$ cat src/rtl/hdlc_rx_frame_demux.sv
// -----------------------------------------------------------------------------
// hdlc_rx_frame_demux
//
// Collects the byte stream coming out of the HDLC deframer (flags and bit
// stuffing already removed) and distributes it by position into NUM_BYTES
// parallel byte registers. Byte index i of a frame lands in slot i of
// data_out. data_out only changes, all at once, when a frame of exactly
// NUM_BYTES bytes ends cleanly; any bad frame leaves the last good one in place.
//
// Ports:
//   clk         system clock, rising edge
//   rst         asynchronous, active-high reset
//   byte_in     received byte
//   byte_valid  byte_in valid this cycle
//   sof / eof   first / last byte of frame (qualified by byte_valid)
//   abort       HDLC abort; kills a frame in progress (not qualified)
//   data_out    last good frame, byte i at [DATA_W*i +: DATA_W]
//   frame_valid one-cycle pulse: data_out just updated
//   frame_err   one-cycle pulse: frame discarded
//   err_short   last error was a short frame or abort (held until next outcome)
//   err_long    last error was an overlength frame (held until next outcome)
//   byte_idx    next write index, saturating at NUM_BYTES
//   busy        a frame is in progress (capturing or discarding)
// -----------------------------------------------------------------------------
module hdlc_rx_frame_demux #(
  parameter int NUM_BYTES = 22,
  parameter int DATA_W    = 8,
  parameter int CNT_W     = 5
) (
  input  logic                        clk,
  input  logic                        rst,
  input  logic [DATA_W-1:0]           byte_in,
  input  logic                        byte_valid,
  input  logic                        sof,
  input  logic                        eof,
  input  logic                        abort,
  output logic [NUM_BYTES*DATA_W-1:0] data_out,
  output logic                        frame_valid,
  output logic                        frame_err,
  output logic                        err_short,
  output logic                        err_long,
  output logic [CNT_W-1:0]            byte_idx,
  output logic                        busy
);

  // One extra counter bit so the saturated value NUM_BYTES and the "one past
  // the end" comparison are representable even when NUM_BYTES == 2^CNT_W.
  localparam int            IW = CNT_W + 1;
  localparam logic [IW-1:0] NB = IW'(NUM_BYTES);

  typedef enum logic [1:0] {
    S_IDLE,
    S_CAPTURE,
    S_DISCARD
  } state_e;

  state_e                      state_q, state_d;
  logic [IW-1:0]               idx_q, idx_d;
  logic [IW-1:0]               idx_inc;
  logic [NUM_BYTES*DATA_W-1:0] shadow_q, shadow_d;
  logic [NUM_BYTES*DATA_W-1:0] data_q, data_d;
  logic                        fv_q, fv_d;
  logic                        fe_q, fe_d;
  logic                        es_q, es_d;
  logic                        el_q, el_d;
  logic                        wr_en;
  logic [IW-1:0]               wr_idx;

  assign idx_inc = idx_q + IW'(1);

  // Next-state, counter, pulse and flag logic.
  always_comb begin
    // NOTE: every signal gets a default before any branch, so no path can
    // leave one unassigned and infer a latch.
    state_d = state_q;
    idx_d   = idx_q;
    data_d  = data_q;
    fv_d    = 1'b0;
    fe_d    = 1'b0;
    es_d    = es_q;
    el_d    = el_q;
    wr_en   = 1'b0;
    wr_idx  = idx_q;

    if (abort && state_q != S_IDLE) begin
      // Abort beats any same-cycle byte, including an eof.
      fe_d    = 1'b1;
      es_d    = 1'b1;
      el_d    = 1'b0;
      state_d = S_IDLE;
      idx_d   = '0;
    end else if (byte_valid) begin
      if (sof) begin
        // A new frame always starts at index 0; an unfinished frame is
        // dropped without an error pulse.
        wr_en  = 1'b1;
        wr_idx = '0;
        if (eof) begin
          // One-byte frame: always short since NUM_BYTES >= 2.
          fe_d    = 1'b1;
          es_d    = 1'b1;
          el_d    = 1'b0;
          state_d = S_IDLE;
          idx_d   = '0;
        end else begin
          state_d = S_CAPTURE;
          idx_d   = IW'(1);
        end
      end else begin
        unique case (state_q)
          S_CAPTURE: begin
            wr_en = (idx_q < NB);
            if (eof) begin
              state_d = S_IDLE;
              idx_d   = '0;
              if (idx_inc == NB) begin
                // Completed frame: publish the shadow including this byte.
                data_d = shadow_d;
                fv_d   = 1'b1;
                es_d   = 1'b0;
                el_d   = 1'b0;
              end else if (idx_inc < NB) begin
                fe_d = 1'b1;
                es_d = 1'b1;
                el_d = 1'b0;
              end else begin
                fe_d = 1'b1;
                es_d = 1'b0;
                el_d = 1'b1;
              end
            end else if (idx_q < NB) begin
              idx_d = idx_inc;
            end else begin
              // Buffer already full and the frame keeps going: it is long.
              state_d = S_DISCARD;
            end
          end
          S_DISCARD: begin
            if (eof) begin
              fe_d    = 1'b1;
              es_d    = 1'b0;
              el_d    = 1'b1;
              state_d = S_IDLE;
              idx_d   = '0;
            end
          end
          default: ;  // IDLE: bytes without sof are ignored
        endcase
      end
    end
  end

  // Shadow buffer write port.
  always_comb begin
    shadow_d = shadow_q;
    for (int i = 0; i < NUM_BYTES; i++) begin
      if (wr_en && wr_idx == IW'(i)) begin
        shadow_d[i*DATA_W +: DATA_W] = byte_in;
      end
    end
  end

  // NOTE: sequential state uses non-blocking assignments only, so every
  // register samples the values from before this edge.
  always_ff @(posedge clk or posedge rst) begin
    if (rst) begin
      state_q  <= S_IDLE;
      idx_q    <= '0;
      // NOTE: the shadow buffer is reset too so that nothing left over from
      // before a reset can ever surface; it is small flop storage, not RAM.
      shadow_q <= '0;
      data_q   <= '0;
      fv_q     <= 1'b0;
      fe_q     <= 1'b0;
      es_q     <= 1'b0;
      el_q     <= 1'b0;
    end else begin
      state_q  <= state_d;
      idx_q    <= idx_d;
      shadow_q <= shadow_d;
      data_q   <= data_d;
      fv_q     <= fv_d;
      fe_q     <= fe_d;
      es_q     <= es_d;
      el_q     <= el_d;
    end
  end

  assign data_out    = data_q;
  assign frame_valid = fv_q;
  assign frame_err   = fe_q;
  assign err_short   = es_q;
  assign err_long    = el_q;
  assign byte_idx    = idx_q[CNT_W-1:0];
  assign busy        = (state_q != S_IDLE);

endmodule

$ cat config.mk
export PLATFORM = sky130hd
export DESIGN_NAME = hdlc_rx_frame_demux
export DESIGN_NICKNAME = d
export VERILOG_FILES = /design/src/rtl/hdlc_rx_frame_demux.sv
export SDC_FILE = /design/constraint.sdc
export NUM_CORES = 1
export LEC_CHECK = 0
export CAP_MARGIN = 10
export CORE_MARGIN = 8
export CORE_UTILIZATION = 59
export CTS_CLUSTER_SIZE = 28
export DETAILED_ROUTE_END_ITERATION = 8
export PLACE_DENSITY_LB_ADDON = 0.12
export SLEW_MARGIN = 10
export SYNTH_ARGS = -nofsm -noshare
export SYNTH_HDL_FRONTEND = slang
export SYNTH_SLANG_ARGS = --single-unit
export TNS_END_PERCENT = 30
$ cat constraint.sdc
create_clock -name clk -period 33.6 [get_ports clk]
set_clock_uncertainty 0.05 [all_clocks]
set_input_delay 3.36 -clock clk [delete_from_list [all_inputs] [get_ports clk]]
set_output_delay 3.36 -clock clk [all_outputs]
set_load 0.05 [all_outputs]
==> summary.txt, run 1 <==
Status -> completed
Post-Syn Nets -> 929
Longest Clk Path Bufs -> 3
Final WL -> 32200 um
CP dominant cell by count -> buf_4
CP startpoint -> sof
WP buf/inv -> 3
PnR Total Power -> 0.000953 W
Post-route ant nets -> 0
Total of max-cap violations -> 0
Commonest register cell after synthesis -> dfrtp_1
Top sig layer -> met4
Mean Syn Cell Area -> 16.3 um^2
# IOs -> 200
Ys Warns -> 0
Vias per cell -> 5.53
Critical path class -> input port to flop
Startpoint type of the worst setup path -> input port
Max stage delay on crit path -> 0.81 ns
Async set-reset flop share out of synthesis -> 1.00
Synth cell types -> 53
Cell family with most CP delay -> buffers and inverters
WL per Instance -> 22.1 um
Area leader, netlist -> dfrtp_1
Fill count -> 1618
Most common cell in the netlist -> dfrtp_1
I/O Buffers -> 199
Pin count of the biggest net entering global routing -> 195
GR Util All Layers -> 0.214
First-pass DRT Iterations -> 5
Max FO, Critical Path -> 53
Initial antenna violation count -> 0
Worst hold stages -> 1
Synth top area share -> 0.616
Core box area -> 24900 um^2
RR Startpoint -> idx_q[1]$_DFFE_PP0P_
Worst R2R Path Depth -> 8
Die area -> 30400 um^2
Post-CTS setup buffer count -> 0
Count of final setup violators -> 0
Remaining DRCs -> 0
Via Count -> 8058
Sequential share of the synthesized area -> 0.616
Worst Max-Slew Pin Slew -> 1.15 ns
Worst VDD drop -> 48.2 uV
Hold Startpoint -> data_out[110]$_DFFE_PP0P_
Worst-skew pair later-pin latency -> 0.51 ns
Achievable frequency -> 147 MHz
Worst path depth -> 8
CTS tree -> yes
Global-route wire length before repair -> 51700 um
Setup crit end kind -> flop
Ant. Diodes -> 0
Data arrival, critical path -> 7.15 ns
Slowest cell on the critical path -> buf_4
Final slew viol count -> 0
Mapped Cells -> 910
Clock transition at path regs -> 0.06 ns
Minimum clock period -> 6.82 ns
Vert. Die Dim -> 174 um
Initial Util -> 0.594
Site Rows -> 58
Met1 wire length -> 14500 um
Setup TNS -> 0 ns
Layout area overhead -> 22.6%
Vias in the first global route -> 8780
Synth cell count leaders -> dfrtp_1 (364), mux2_2 (212), mux2_4 (118)
H-tree Lvls -> 2
Synthesized flop and latch total -> 364
Cts bufs inserted -> 37
Final Hold Fails -> 0
Post-cts hold buffer count -> 0
Chip Width -> 174 um
Clk sinks -> 364
Met2 WL -> 15300 um
Critical path, cell by cell -> clkdlybuf4s50_1 > nand2b_1 > nor2_1 > and3_1 > and4_4 > buf_4 > buf_4 > mux2_1
Detailed Route Iter0 Violations -> 570
Rel. slew slack -> 0.232
GR Overflow Total -> 0
Leakage -> 8.76 nW
Post-synth EDFFs -> 0
Post-CTS Resized -> 0
CP required -> 33.93 ns
PwrDens -> 52.5 nW/um^2
Metal3 WL -> 1720 um
Syn Std Cell Area -> 14800 um^2
Share of layout cells above drive strength 1 -> 0.374
Worst Hold Class -> flop to flop
Final-stage net count -> 1121
RSZ-0062 raised after global routing -> false
Root buffer cell -> clkbuf_16
Placer Congestion -> 0.895
Dominant cells by area after synthesis -> dfrtp_1 (62%), mux2_2 (16%), mux2_4 (12%)
HPWL after detailed placement -> 20000 um
Period utilization -> 0.203
flip-flops by register name, indices dropped and copies added (netlist names):
register	cells
idx_q	6
shadow_q	176
data_out	176
frame_err	1
frame_valid	1
err_short	1
err_long	1
state_q	2
report_power, final:
part / internal, W / switching [W]
clock: 0.000244 / 0.000163
sequential: 0.000453 / 0.00000756
combinational: 0.0000289 / 0.0000566
cell usage in the layout, fill, tap and decap left out, types with 3 or more instances in the layout:
master / n
o21ai_0: 7
clkbuf_1: 4
bufinv_16: 4
clkbuf_16: 37
ha_1: 5
and4_1: 5
nand4_1: 3
mux2_2: 212
clkbuf_8: 5
inv_1: 7
o31ai_1: 8
clkinv_2: 12
nor2_2: 4
dfrtp_1: 364
nand3_1: 9
mux2_4: 118
and3_1: 4
nor2b_1: 4
nor2_1: 10
nor3_2: 4
a21oi_1: 8
mux2_1: 22
clkdlybuf4s50_1: 199
and2_1: 3
nand2_1: 13
buf_4: 11
nand2b_1: 6
logic make-up after synthesis:
family,after synthesis,share of synthesized area
and+or+nand+nor,86,0.0382
DFF,364,0.616
buffers and inverters,67,0.0278
adders and majority gates,5,0.00423
AOI/OAI and AO/OA,36,0.0160
muxes,352,0.298
final cells by class:
| type | count | area [um^2] | area share |
|---|---|---|---|
| tap | 330 | 413 | 0.0228 |
| sequential | 364 | 9110 | 0.502 |
| inverter | 9 | 41.3 | 0.00228 |
| multi-input combinational | 479 | 5270 | 0.291 |
| clock buffer | 46 | 1010 | 0.0557 |
| clock inverter | 18 | 195 | 0.0108 |
| timing repair buffer | 211 | 2090 | 0.115 |
worst paths after layout:
kind                                             end  slack (ns)
setup / recovery            data_out[97]$_DFFE_PP0P_       26.78
hold / removal             data_out[110]$_DFFE_PP0P_        0.44
setup reg to reg            data_out[97]$_DFFE_PP0P_       29.41
hold reg to reg            data_out[110]$_DFFE_PP0P_        0.44
max in group asynchronous   data_out[62]$_DFFE_PP0P_       28.72
min in group asynchronous    data_out[8]$_DFFE_PP0P_        3.31
stage by stage:
stage          cells  setup WS, ns  cell area [um^2]  hold WS [ns]  utilization
3_3_place_gp    1393         26.41             16900         0.420        0.680
2_1_floorplan    910         20.09             14800         0.417            -
4_1_cts         1457         26.81             18100         0.443        0.729
6_report        1457         26.78             18100         0.440        0.729
5_1_grt         1457         26.67             18100         0.448        0.729
3_5_place_dp    1393         26.35             16900         0.426        0.680
layer usage:
metal,vias up,GRT usage
met1,4193,0.292
met5,-,0
met4,0,0.0563
met3,44,0.0469
li1,3606,-
met2,215,0.342
Note: power is estimated with default switching activity, not from simulation.
==> inputs of run 2 (changes only) <==
--- a/config.mk
+++ b/config.mk
@@ -7,7 +7,7 @@
 export LEC_CHECK = 0
 export CAP_MARGIN = 10
 export CORE_MARGIN = 8
-export CORE_UTILIZATION = 59
+export CORE_UTILIZATION = 55
 export CTS_CLUSTER_SIZE = 28
 export DETAILED_ROUTE_END_ITERATION = 8
 export PLACE_DENSITY_LB_ADDON = 0.12
==> constraint.sdc (replaced) <==
create_clock -name clk -period 6.3 [get_ports clk]
set_clock_uncertainty 0.05 [all_clocks]
set_input_delay 0.63 -clock clk [delete_from_list [all_inputs] [get_ports clk]]
set_output_delay 0.63 -clock clk [all_outputs]
set_load 0.05 [all_outputs]
==> run 2 against run 1 <==
Net effect:
- worst hold slack worse by 0.0049 ns
- utilization down 4.9 points
- die area up 6.6%
- non-clock buffer count up 3
==> summary.txt, run 2 (synthesized netlist as in run 1, its figures left out) <==
Final WL -> 32200 um (-0.20%)
Max FO, Critical Path -> 63 (+19%)
Util after Layout -> 0.680 (-0.0488)
Worst VDD drop -> 162 uV (+240%)
Chip Width -> 180 um (+3.2%)
Final setup margin -> 2.62 ns (-24.17 ns)
Leakage -> 8.73 nW (-0.40%)
First-pass DRT Iterations -> 4 (-1)
Setup WS pre-CTS -> 2.30 ns (-24.05 ns)
RSZ-0062 raised after global routing -> false
Post-route ant nets -> 0 (unchanged)
Longest Clk Path Bufs -> 3 (unchanged)
Status -> completed
PnR Total Power -> 0.00498 W (+420%)
Initial Util -> 0.555 (-0.0392)
GR Util All Layers -> 0.198 (-0.0156)
Startpoint type of the worst setup path -> flop
Clk sinks -> 364 (unchanged)
Final slew viol count -> 0 (unchanged)
Hold Startpoint -> data_out[63]$_DFFE_PP0P_
Core box area -> 26700 um^2 (+7.1%)
Worst Max-Slew Pin Slew -> 1.08 ns (-0.0676 ns)
Leading cell type in the layout, fill and taps excluded -> dfrtp_1
H-tree Lvls -> 2 (unchanged)
Fill count -> 1878 (+16%)
Post-CTS Resized -> 0 (unchanged)
Vias in the first global route -> 8704 (-0.87%)
RR Startpoint -> idx_q[1]$_DFFE_PP0P_
Final Hold Fails -> 0 (unchanged)
GR Overflow Total -> 0 (unchanged)
Slowest cell on the critical path -> and4_4
Critical path class -> flop to flop
Vert. Die Dim -> 180 um (+3.2%)
Post-CTS setup buffer count -> 0 (unchanged)
Global-route wire length before repair -> 51200 um (-0.88%)
Total of max-cap violations -> 0 (unchanged)
Data arrival, critical path -> 4.04 ns (-3.11 ns)
Placer Congestion -> 0.827 (-7.7%)
Max stage delay on crit path -> 1.02 ns (+0.21 ns)
Cts bufs inserted -> 38 (+2.7%)
Setup TNS -> 0 ns (unchanged)
Layout area overhead -> 22.5%
Detailed Route Iter0 Violations -> 355 (-38%)
WL per Instance -> 21.9 um (-1.2%)
Initial antenna violation count -> 0 (unchanged)
Critical path, cell by cell -> ha_1 > nor2b_1 > a21oi_1 > o21ai_1 > and4_4 > buf_4 > mux2_2
CTS tree -> yes
Count of final setup violators -> 0 (unchanged)
Worst-skew pair later-pin latency -> 0.52 ns (about the same)
Setup crit end kind -> flop
Rel. slew slack -> 0.279 (+0.0475)
Root buffer cell -> clkbuf_16
Worst Hold Class -> flop to flop
HPWL after detailed placement -> 20200 um (+1.2%)
Share of layout cells above drive strength 1 -> 0.371 (-0.00309)
PwrDens -> 275 nW/um^2 (+420%)
Ant. Diodes -> 0 (unchanged)
Period utilization -> 0.585
Die area -> 32400 um^2 (+6.6%)
CP required -> 6.65 ns (-27.28 ns)
Via Count -> 7993 (-0.81%)
Most frequent cells in the layout -> dfrtp_1 (364), mux2_2 (212), clkdlybuf4s50_1 (198), mux2_4 (118), clkbuf_16 (38)
CP startpoint -> idx_q[1]$_DFFE_PP0P_
Achievable frequency -> 271 MHz
Site Rows -> 60 (+3.4%)
Remaining DRCs -> 0 (unchanged)
Vias per cell -> 5.43 (-1.8%)
Minimum clock period -> 3.68 ns
I/O Buffers -> 199 (unchanged)
Pin count of the biggest net entering global routing -> 142 (-27%)
Post-cts hold buffer count -> 0 (unchanged)
Clock transition at path regs -> 0.06 ns (about the same)
Final-stage net count -> 1125 (+0.36%)
# IOs -> 200 (unchanged)
[run 2: changes by cell type in the layout (fill, tap and decap cells not counted), sizes merged]
cell	before	now
bufinv	4	0
clkinvlp	2	4
clkinv	12	5
clkbuf	46	54
inv	9	11
clkdlybuf4s50	199	198
buf	12	16
[run 2: layout make-up]
cell class / count / area (um^2) / area share
clock inverter: 11 / 85.1 / 0.00470
multi-input combinational: 479 / 5270 / 0.291
timing repair buffer: 214 / 2120 / 0.117
sequential: 364 / 9110 / 0.503
tap: 341 / 427 / 0.0235
clock buffer: 54 / 1060 / 0.0586
inverter: 9 / 37.5 / 0.00207
[run 2: final timing paths]
kind / endpoint / slack, ns / cells past startpoint
setup / recovery: data_out[79]$_DFFE_PP0P_ / 2.62 / 7
hold / removal: data_out[63]$_DFFE_PP0P_ / 0.44 / 1
setup reg to reg: data_out[79]$_DFFE_PP0P_ / 2.62 / 7
hold reg to reg: data_out[63]$_DFFE_PP0P_ / 0.44 / 1
max in group asynchronous: data_out[39]$_DFFE_PP0P_ / 4.08 / 4
min in group asynchronous: data_out[13]$_DFFE_PP0P_ / 0.65 / 3
[run 2: report_power, final]
| group | switching (W) | internal, W |
|---|---|---|
| combinational | 0.000304 | 0.000155 |
| clock | 0.000882 | 0.00118 |
| sequential | 0.0000412 | 0.00242 |
[run 2: critical path, delay by kind of cell (launching register included)]
kind | cells | cell delay, ns
and+or+nand+nor | 2 | 1.18
DFF | 1 | 0.61
buffers and inverters | 1 | 0.51
AOI/OAI and AO/OA | 2 | 0.41
muxes | 1 | 0.39
adders and majority gates | 1 | 0.37
[run 2: through the flow]
stage	cell area (um^2)	instances	hold slack [ns]
after floorplan	14800	910	0.417
after global placement	17000	1407	0.419
after detailed placement	17000	1407	0.424
after CTS	18100	1472	0.437
after global routing	18100	1472	0.451
final	18100	1472	0.435
[run 2: layer usage]
layer  routed length, um  vias up  track usage
met5                   0        -            0
met4                 431        0       0.0477
met3                2180       37       0.0581
met2               14900      183        0.309
met1               14600     4173        0.271
li1                    -     3600            -
